<file path="config.mk">
export PLATFORM = sky130hd
export DESIGN_NAME = reg_write_queue
export DESIGN_NICKNAME = d
export VERILOG_FILES = /design/src/rtl/reg_write_queue.sv
export SDC_FILE = /design/constraint.sdc
export NUM_CORES = 1
export LEC_CHECK = 0
export CAP_MARGIN = 20
export CELL_PAD_IN_SITES_DETAIL_PLACEMENT = 1
export CELL_PAD_IN_SITES_GLOBAL_PLACEMENT = 2
export CORE_ASPECT_RATIO = 1.75
export CORE_UTILIZATION = 46
export CTS_CLUSTER_DIAMETER = 40
export DETAILED_ROUTE_END_ITERATION = 12
export GPL_TIMING_DRIVEN = 0
export PLACE_DENSITY = 0.79
export SYNTH_ARGS = -nofsm -noshare
export SYNTH_HDL_FRONTEND = slang
export SYNTH_SLANG_ARGS = --single-unit
export TNS_END_PERCENT = 5
</file>
<file path="constraint.sdc">
create_clock -name clk -period 4.4 [get_ports clk]
set_clock_uncertainty 0.1 [all_clocks]
set_input_delay 0.66 -clock clk [delete_from_list [all_inputs] [get_ports clk]]
set_output_delay 0.66 -clock clk [all_outputs]
set_load 0.02 [all_outputs]
</file>
<file path="src/rtl/reg_write_queue.sv">
// Write-request FIFO feeding the register bank's w/select_register/s inputs, one strobe per clock in order.
// Optional WB_BYPASS_EN: an accept into an empty, un-held queue goes straight to the bank outputs.
module reg_write_queue #(
    parameter int unsigned N          = 16,
    parameter int unsigned AW         = 4,
    parameter int unsigned DEPTH_LOG2 = 2
) (
    input  logic          clk,
    input  logic          rst,
    input  logic          req_valid,
    output logic          req_ready,
    input  logic [AW-1:0] req_addr,
    input  logic [N-1:0]  req_data,
    input  logic          hold,
    output logic          w,
    output logic [AW-1:0] select_register,
    output logic [N-1:0]  s,
    output logic          busy
);

    localparam int unsigned DEPTH = 1 << DEPTH_LOG2;
    localparam int unsigned CW    = DEPTH_LOG2 + 1;

    typedef struct packed {
        logic [AW-1:0] addr;
        logic [N-1:0]  data;
    } entry_t;

    entry_t                mem [DEPTH];
    entry_t                head;
    logic [DEPTH_LOG2-1:0] rd_ptr;
    logic [DEPTH_LOG2-1:0] wr_ptr;
    logic [CW-1:0]         count;
    logic                  accept;
    logic                  issue;
    logic                  bypass;
    logic                  push;

    assign req_ready = (count < CW'(DEPTH));
    assign accept    = req_valid && req_ready;
    assign issue     = !hold && (count != '0);
    assign head      = mem[rd_ptr];
    assign busy      = (count != '0) || w;

`ifdef WB_BYPASS_EN
    assign bypass = accept && (count == '0) && !hold;
`else
    assign bypass = 1'b0;
`endif

    // Bypassed requests never touch the FIFO storage or pointers.
    assign push = accept && !bypass;

    // Entry storage; no reset needed since count gates every read.
    always_ff @(posedge clk) begin
        if (push) begin
            mem[wr_ptr] <= entry_t'{addr: req_addr, data: req_data};
        end
    end

    // Pointers, occupancy and the registered bank write port.
    always_ff @(posedge clk or negedge rst) begin
        if (!rst) begin
            rd_ptr          <= '0;
            wr_ptr          <= '0;
            count           <= '0;
            w               <= 1'b0;
            select_register <= '0;
            s               <= '0;
        end else begin
            if (push) begin
                wr_ptr <= wr_ptr + DEPTH_LOG2'(1);
            end
            if (issue) begin
                rd_ptr <= rd_ptr + DEPTH_LOG2'(1);
            end
            case ({push, issue})
                2'b10:   count <= count + CW'(1);
                2'b01:   count <= count - CW'(1);
                default: count <= count;
            endcase
            w <= issue || bypass;
            if (issue) begin
                select_register <= head.addr;
                s               <= head.data;
            end else if (bypass) begin
                select_register <= req_addr;
                s               <= req_data;
            end
        end
    end

endmodule

</file>
==> flow_summary.ini, run 1 <==
[timing]
grt_setup_unrepaired = no
finalMaxSlewViolations = 0
max_slew_margin = 0.525
finalSetupViolCount = 0
finalCritPeriodShare = 0.585
fmax_mhz = 388
tightest_slew_ns = 0.712
hold_violations = 0
timing.setup.tns_ns = 0
holdWs_ns = 0.271
layout_min_cycle_time_ns = 2.57
setup_slack_ns = 1.83

[detailed_routing]
dr.pass1.iters = 4
vias = 1879
ant_nets = 0
drt_wl_total_um = 7050
drt_iter0_drc = 110
via_per_inst = 5.08
wl_per_cell_um = 19.1
drc = 0

[placement]
io_buffers = 46
hpwl_um = 4380
place_ws_ns = 1.37
gp_congestion = 0.669

[floorplan]
std_cell_rows = 45
fp.coreArea_um2 = 8730
die_w_um = 73.7
die_y_um = 128
initial_utilization = 0.475
die_area_um2 = 9400
ios = 47

[synthesis]
ys_seq_elements = 108
synthTopCellsByCount = 80 x edfxtp_1, 28 x dfrtp_1, 18 x mux2_4, 18 x mux4_2, 7 x inv_1
synth_warnings = 0
synth_edf_count = 80
netlist_instances = 187
syn_avg_cell_area_um2 = 22.1
yosysMostFrequentCell = edfxtp_1
async_flop_share = 0.259
seq_area_frac_synth = 0.749
yosysTopAreaCell = edfxtp_1
synth_area_um2 = 4140
synth.area.top_cells = edfxtp_1 58%, dfrtp_1 17%, mux4_2 9.8%
synth_ff_type = edfxtp_1
syn-num-nets = 217
yosys.area.top_type_share = 0.580
synth.distinct_cells = 24

[grt]
grt_pass1_wl_um = 11400
grt_overflow_total = 0
grt_pass1_vias = 2107
grt_max_degree = 29
antenna_found_initial = 0
track_usage = 0.171

[critical_path]
r2r_start = count[2]
worstPathRequired_ns = 4.56
crit_start = hold
cp-end-kind = flip-flop
crit_type = input port to flip-flop
critPathLaunchType = input port
critPathMaxFanout = 11
critPathArrivalTime_ns = 2.73

[clocking]
clkSinkCount = 108
clk_latency_ns = 0.33
cts_tree = yes
root_buffer = clkbuf_16
post_cts_buffers = 0
clk_path_buf_depth = 2
cts_buffers = 9
cts_hold_buf = 0
cts.clk_slew.worst_paths_ns = 0.07
cts_resized = 0
htreeDepth = 3

[flow_run]
drv_cap = 0

[run_status]
status = finished, final reports clean

[power]
switching_share = 0.285
p_comb_frac = 0.350
vdd_drop_max_mv = 0.334
cellLeakagePower_nw = 1.85
power.density_nw_per_um2 = 654
p_sw_uw = 956
clock_power_share = 0.217
p_int_mw = 2.39
power_frac_seq = 0.433

[final_layout]
nets = 278
syn2layout_area_growth_pct = 23.7
n_antenna_cell = 0
drive_above_1_share = 0.237

[worst_hold_path]
min_path_type = input port to asynchronous set/reset pin
## path summary, 6_finish.rpt
check,endpoint,slack (ns),cells after the start
min in group clk,select_register[1],0.41,1
max,count[2],1.83,9
min,s[5],0.27,1
min reg2reg,select_register[1],0.41,1
max reg2reg,count[2],2.13,9
max in group asynchronous,rd_ptr[1],3.46,1
## critical path: stages
cell and delay [ns]:
clkdlybuf4s50_1 0.44, nor2_1 0.27, buf_4 0.30, ha_1 0.23, inv_1 0.06, fa_1 0.38
xor2_1 0.15, nor2_1 0.13, xnor2_1 0.12
## per-layer routing
metal  GRT usage  up-vias  wire length [µm]
li1            -      853                 -
met1       0.226      983              3040
met2       0.285       38              3790
met3      0.0363        5               160
met4      0.0441        0                61
met5           0        -                 0
## layout by cell type, fill, tap and decap left out, types with 2 or more instances in the layout
cell and n:
edfxtp_1 80, clkdlybuf4s50_1 45, dfrtp_1 28, mux4_2 18, mux2_4 18, clkbuf_16 9, inv_1 7, ha_1 5
and2_1 4, buf_16 4, clkbuf_1 3, xnor2_1 3, xor2_1 3, clkinv_1 3, nor2_1 2, buf_4 2
buf_6 2, buf_2 2, mux4_1 2, mux2_2 2
## power by group through the flow
stage / logic [mW] / registers, mW / clock network (mW)
CTS: 1.15 / 1.46 / 0.749
global route: 1.27 / 1.48 / 0.784
floorplan: 0.651 / 1.57 / 0
detailed placement: 1.15 / 1.47 / 0
finish: 1.17 / 1.45 / 0.726
global placement: 1.13 / 1.46 / 0
## flip-flops by register name, summed over array words and instances, names as in the netlist
register	count
rd_ptr	2
mem	80
w	1
s	16
count	3
wr_ptr	2
select_register	4
## cells by family after synthesis
family / share of synthesized area
DFF: 0.749
muxes: 0.184
buffers and inverters: 0.0184
and+or+nand+nor: 0.0148
xor gates and xnor gates: 0.0127
adders and majority gates: 0.0199
AOI/OAI and AO/OA: 0.00121
## final cells by class
type / instances / area, µm²
Buffer: 7 / 50.0
Clock buffer: 11 / 243
Clock inverter: 5 / 27.5
Fill cell: 753 / 3600
Inverter: 7 / 26.3
Multi-Input combinational cell: 65 / 962
Sequential cell: 108 / 3100
Tap cell: 117 / 146
Timing Repair Buffer: 50 / 566
## metrics by stage
step	cells	cell area, µm²	util	power [mW]
global placement	350	4750	0.544	2.59
finish	370	5120	0.587	3.35
floorplan	187	4140	-	2.22
detailed placement	350	4740	0.544	2.62
global route	370	5120	0.587	3.53
CTS	366	5010	0.574	3.36
Power figures use the tool's default switching activity.
==> run 2, diff against run 1 <==
--- a/config.mk
+++ b/config.mk
@@ -9,11 +9,11 @@
 export CELL_PAD_IN_SITES_DETAIL_PLACEMENT = 1
 export CELL_PAD_IN_SITES_GLOBAL_PLACEMENT = 2
 export CORE_ASPECT_RATIO = 1.75
-export CORE_UTILIZATION = 46
+export CORE_UTILIZATION = 39
 export CTS_CLUSTER_DIAMETER = 40
 export DETAILED_ROUTE_END_ITERATION = 12
 export GPL_TIMING_DRIVEN = 0
-export PLACE_DENSITY = 0.79
+export PLACE_DENSITY = 0.71
 export SYNTH_ARGS = -nofsm -noshare
 export SYNTH_HDL_FRONTEND = slang
 export SYNTH_SLANG_ARGS = --single-unit
==> constraint.sdc (replaced) <==
create_clock -name clk -period 2.1 [get_ports clk]
set_clock_uncertainty 0.1 [all_clocks]
set_input_delay 0.315 -clock clk [delete_from_list [all_inputs] [get_ports clk]]
set_output_delay 0.315 -clock clk [all_outputs]
set_load 0.02 [all_outputs]
==> flow_summary.ini, run 2 (synthesis results as in run 1) <==
[detailed_routing]
via_per_inst = 5.02
ant_nets = 0
wl_per_cell_um = 20.0
drt_wl_total_um = 7700
drc = 0
drt_iter0_drc = 65
dr.pass1.iters = 2
vias = 1932

[critical_path]
reg2reg_slack_ns = 0.12
r2r_cells = 9
r2r_start = count[2]
rr_endpoint = count[2]
critPathMaxFanout = 8
critPathArrivalTime_ns = 2.15
worstPathRequired_ns = 2.26
critPathLaunchType = input port
crit_type = input port to flip-flop
cp-end-kind = flip-flop
crit_start = req_valid

[worst_hold_path]
min_path_type = flip-flop to flip-flop
hold_path_end = s[12]
holdPathStages = 1
hold_path.startpoint = s[12]

[final_layout]
largest_reg_flops = 80
drive_above_1_share = 0.287
syn2layout_area_growth_pct = 26.1
reg_top3 = mem (80), s (16), select_register (4)
layout.cells.non_filler = 385
final_common_cell = edfxtp_1
n_antenna_cell = 0
finish.utilization = 0.507
mostFrequentLayoutCells = 80 x edfxtp_1, 44 x clkdlybuf4s50_1, 26 x dfrtp_1, 18 x mux4_2, 18 x mux2_4
nets = 283
regMostFlops = mem

[timing]
finalMaxSlewViolations = 0
hold_violations = 0
layout_min_cycle_time_ns = 1.99
finalCritPeriodShare = 0.949
tightest_slew_ns = 0.753
fmax_mhz = 502
finalSetupViolCount = 0
max_slew_margin = 0.498

[grt]
track_usage = 0.155
grt_use_met3 = 0.0271
grt_overflow_total = 0
grt.busiest_layer = met2
grt_max_degree = 29
antenna_found_initial = 0
grt_pass1_wl_um = 12100
grt_pass1_vias = 2145
use_met1 = 0.170
met2_usage = 0.281

[run_status]
status = finished, final reports clean

[clocking]
clk_path_buf_depth = 2
clk_latency_ns = 0.34
cts_tree = yes
cts_buffers = 9
htreeDepth = 3
cts.clk_slew.worst_paths_ns = 0.07
clkSinkCount = 108
root_buffer = clkbuf_16

[floorplan]
die_w_um = 79.9
die_y_um = 138
initial_utilization = 0.402
die_area_um2 = 11100
std_cell_rows = 49
ios = 47
fp.coreArea_um2 = 10300

[power]
power.density_nw_per_um2 = 1380
vdd_drop_max_mv = 0.520
cellLeakagePower_nw = 1.90
power_mw = 7.23

[placement]
io_buffers = 46
dp_cells = 364
hpwl_um = 5190
gp_congestion = 0.616

[flow_run]
drv_cap = 0
[run 2: area by class of cell]
| type | count | area [µm²] |
|---|---|---|
| inverters | 7 | 26.3 |
| multi-input cells | 65 | 983 |
| plain buffers | 7 | 55.1 |
| flip-flops and latches | 108 | 3110 |
| well taps | 127 | 159 |
| clock buffers | 10 | 239 |
| repair buffers | 55 | 608 |
| fillers | 954 | 5080 |
| clock inverters | 6 | 46.3 |
[run 2: worst max-delay path by stage]
stage	to	slack, ns	cells past startpoint
CTS	count[2]	-0.02	9
global route	count[2]	-0.04	9
floorplan	count[2]	0.09	9
global placement	mem[0][5]	-0.58	4
finish	count[2]	0.11	10
detailed placement	count[2]	-0.63	9
[run 2: per-layer routing]
metal  vias to the layer above  wire length (µm)
met3                        11               214
met2                        39              4430
met1                      1018              2910
met4                         0               145
li1                        864                 -
met5                         -                 0
[run 2: stage by stage]
step | hold slack (ns) | instance area (µm²) | setup slack (ns) | TNS, ns
after floorplan | -0.0806 | 4140 | 0.0858 | 0
after global placement | 0.395 | 4760 | -0.577 | -47.54
after detailed placement | 0.337 | 4870 | -0.626 | -20.58
after CTS | 0.416 | 5190 | -0.0154 | -0.0215
after global routing | 0.427 | 5220 | -0.0434 | -0.0434
final | 0.410 | 5220 | 0.107 | 0
[run 2: timing repair]
item / 4_1_cts / 5_1_grt
hold buffers: 1 / 0
endpoints found under the hold margin: 28 / 0
buffers inserted: 1 / 3
resized for setup: 4 / 8
setup endpoints to repair: 3 / 51
pin swaps: 0 / 2
[run 2: worst max-delay path, cell delays in order]
cell,delay [ns]
clkdlybuf4s50_1,0.39
nor2b_1,0.12
buf_2,0.16
inv_1,0.10
ha_2,0.21
inv_1,0.06
fa_1,0.38
xor2_1,0.15
nor2_1,0.14
xnor2_1,0.13
[run 2: report_power, final]
group          switching [mW]  total [mW]  internal [mW]
sequential              0.240        3.05           2.81
combinational            1.13        2.56           1.43
clock                   0.761        1.61          0.848
total                    2.13        7.23           5.09
==> run 3, diff against run 2 <==
--- a/config.mk
+++ b/config.mk
@@ -14,6 +14,7 @@
 export DETAILED_ROUTE_END_ITERATION = 12
 export GPL_TIMING_DRIVEN = 0
 export PLACE_DENSITY = 0.71
+export SLEW_MARGIN = 20
 export SYNTH_ARGS = -nofsm -noshare
 export SYNTH_HDL_FRONTEND = slang
 export SYNTH_SLANG_ARGS = --single-unit
==> flow_summary.ini, run 3 (synthesis results as in run 1) <==
[grt]
track_usage = 0.150
antenna_found_initial = 0
grt_pass1_vias = 2129
grt_overflow_total = 0
grt_pass1_wl_um = 11900
use_met1 = 0.174
grt.busiest_layer = met2
grt_use_met3 = 0.0343
met2_usage = 0.264
grt_max_degree = 23

[clocking]
clk_path_buf_depth = 2
cts_buffers = 9
root_buffer = clkbuf_16
cts_tree = yes
cts.clk_slew.worst_paths_ns = 0.08
htreeDepth = 3
clkSinkCount = 108
clk_latency_ns = 0.34

[floorplan]
fp.coreArea_um2 = 10300
die_w_um = 79.9
die_area_um2 = 11100
die_y_um = 138
initial_utilization = 0.402
std_cell_rows = 49
ios = 47

[detailed_routing]
drt_wl_total_um = 7560
dr.pass1.iters = 3
drt_iter0_drc = 114
drc = 0
via_per_inst = 5.01
wl_per_cell_um = 19.8
ant_nets = 0
vias = 1913

[final_layout]
mostFrequentLayoutCells = 80 x edfxtp_1, 45 x clkdlybuf4s50_1, 27 x dfrtp_1, 18 x mux4_2, 18 x mux2_4
final_common_cell = edfxtp_1
n_fill_cell = 946
reg_top3 = mem (80), s (16), select_register (4)
nets = 280
syn2layout_area_growth_pct = 24.7
n_antenna_cell = 0
finish.utilization = 0.501
drive_above_1_share = 0.290
largest_reg_flops = 80
regMostFlops = mem

[timing]
timing.setup.tns_ns = 0
fmax_mhz = 493
hold_violations = 0
finalCritPeriodShare = 0.966
tightest_slew_ns = 0.676
layout_min_cycle_time_ns = 2.03
finalSetupViolCount = 0
finalMaxSlewViolations = 0
max_slew_margin = 0.549
grt_setup_unrepaired = yes

[critical_path]
r2r_start = count[2]
worstPathRequired_ns = 1.68
critPathLaunchType = flip-flop
crit_start = count[2]
critPathArrivalTime_ns = 1.61
critPathMaxFanout = 3
crit_type = flip-flop to output port
cp-end-kind = output port

[run_status]
status = finished, final reports clean

[power]
vdd_drop_max_mv = 0.598
power.density_nw_per_um2 = 1410
cellLeakagePower_nw = 1.88

[placement]
io_buffers = 46
hpwl_um = 4650
gp_congestion = 0.616

[flow_run]
drv_cap = 0

[worst_hold_path]
min_path_type = input port to asynchronous set/reset pin
==> run 3: cell count changes in the layout (fill, tap and decap cells not counted), sizes merged <==
cell / change
buf: -4
bufinv: +1
clkbuf: +1
clkdlybuf4s50: +1
clkinvlp: -1
dlymetal6s2s: -1
==> run 3: final cells by class <==
| type | count | area (µm²) | share of cell area |
|---|---|---|---|
| flip-flops and latches | 108 | 3100 | 0.601 |
| plain buffers | 7 | 55.1 | 0.0107 |
| multi-input cells | 65 | 983 | 0.190 |
| inverters | 7 | 26.3 | 0.00509 |
| well taps | 127 | 159 | 0.0308 |
| repair buffers | 52 | 515 | 0.0999 |
| clock buffers | 10 | 250 | 0.0485 |
| clock inverters | 6 | 68.8 | 0.0133 |
==> run 3: stage by stage <==
| step | setup slack [ns] | power (mW) | instance area [µm²] | std cells | hold WS, ns |
|---|---|---|---|---|---|
| after detailed placement | -0.617 | 5.52 | 4780 | 361 | 0.0770 |
| final | 0.0722 | 7.27 | 5160 | 382 | 0.249 |
| after global routing | -0.0108 | 7.64 | 5160 | 382 | 0.277 |
| after floorplan | 0.0858 | 4.65 | 4140 | 187 | -0.0806 |
| after global placement | -0.577 | 5.45 | 4760 | 360 | 0.395 |
| after CTS | -0.00969 | 7.34 | 5130 | 379 | 0.231 |
==> run 3: path summary, 6_finish.rpt <==
path / slack, ns / endpoint / depth (start not counted)
hold / removal: 0.25 / s[14] / 2
setup reg to reg: 0.13 / count[2] / 9
min in group clk: 0.41 / s[12] / 1
hold reg to reg: 0.41 / s[12] / 1
setup / recovery: 0.07 / busy / 3
max in group asynchronous: 1.23 / count[0] / 3
==> run 3: worst max-delay path: stages, from the launching register on <==
cell             delay [ns]
dfrtp_1                0.43
nor3_4                 0.23
nand2b_1               0.08
clkdlybuf4s50_1        0.54
==> run 3: metal layers <==
| layer | vias to the layer above | share of wire |
|---|---|---|
| met1 | 1008 | 0.41 |
| met3 | 12 | 0.030 |
| met5 | - | 0 |
| met4 | 0 | 0.021 |
| met2 | 40 | 0.54 |
| li1 | 853 | - |
==> run 3: repair_timing <==
item | CTS | global route
endpoints found under the setup margin | 3 | 2
buffers inserted | 1 | 3
hold buffers | 1 | 0
pin swaps | 1 | 0
endpoints found under the hold margin | 28 | 0
gates resized for setup | 4 | 4
==> run 3: report_power, final <==
part / internal [mW] / switching [mW] / total (mW)
logic: 1.34 / 1.09 / 2.43
clock network: 1.01 / 0.776 / 1.78
registers: 2.81 / 0.245 / 3.06
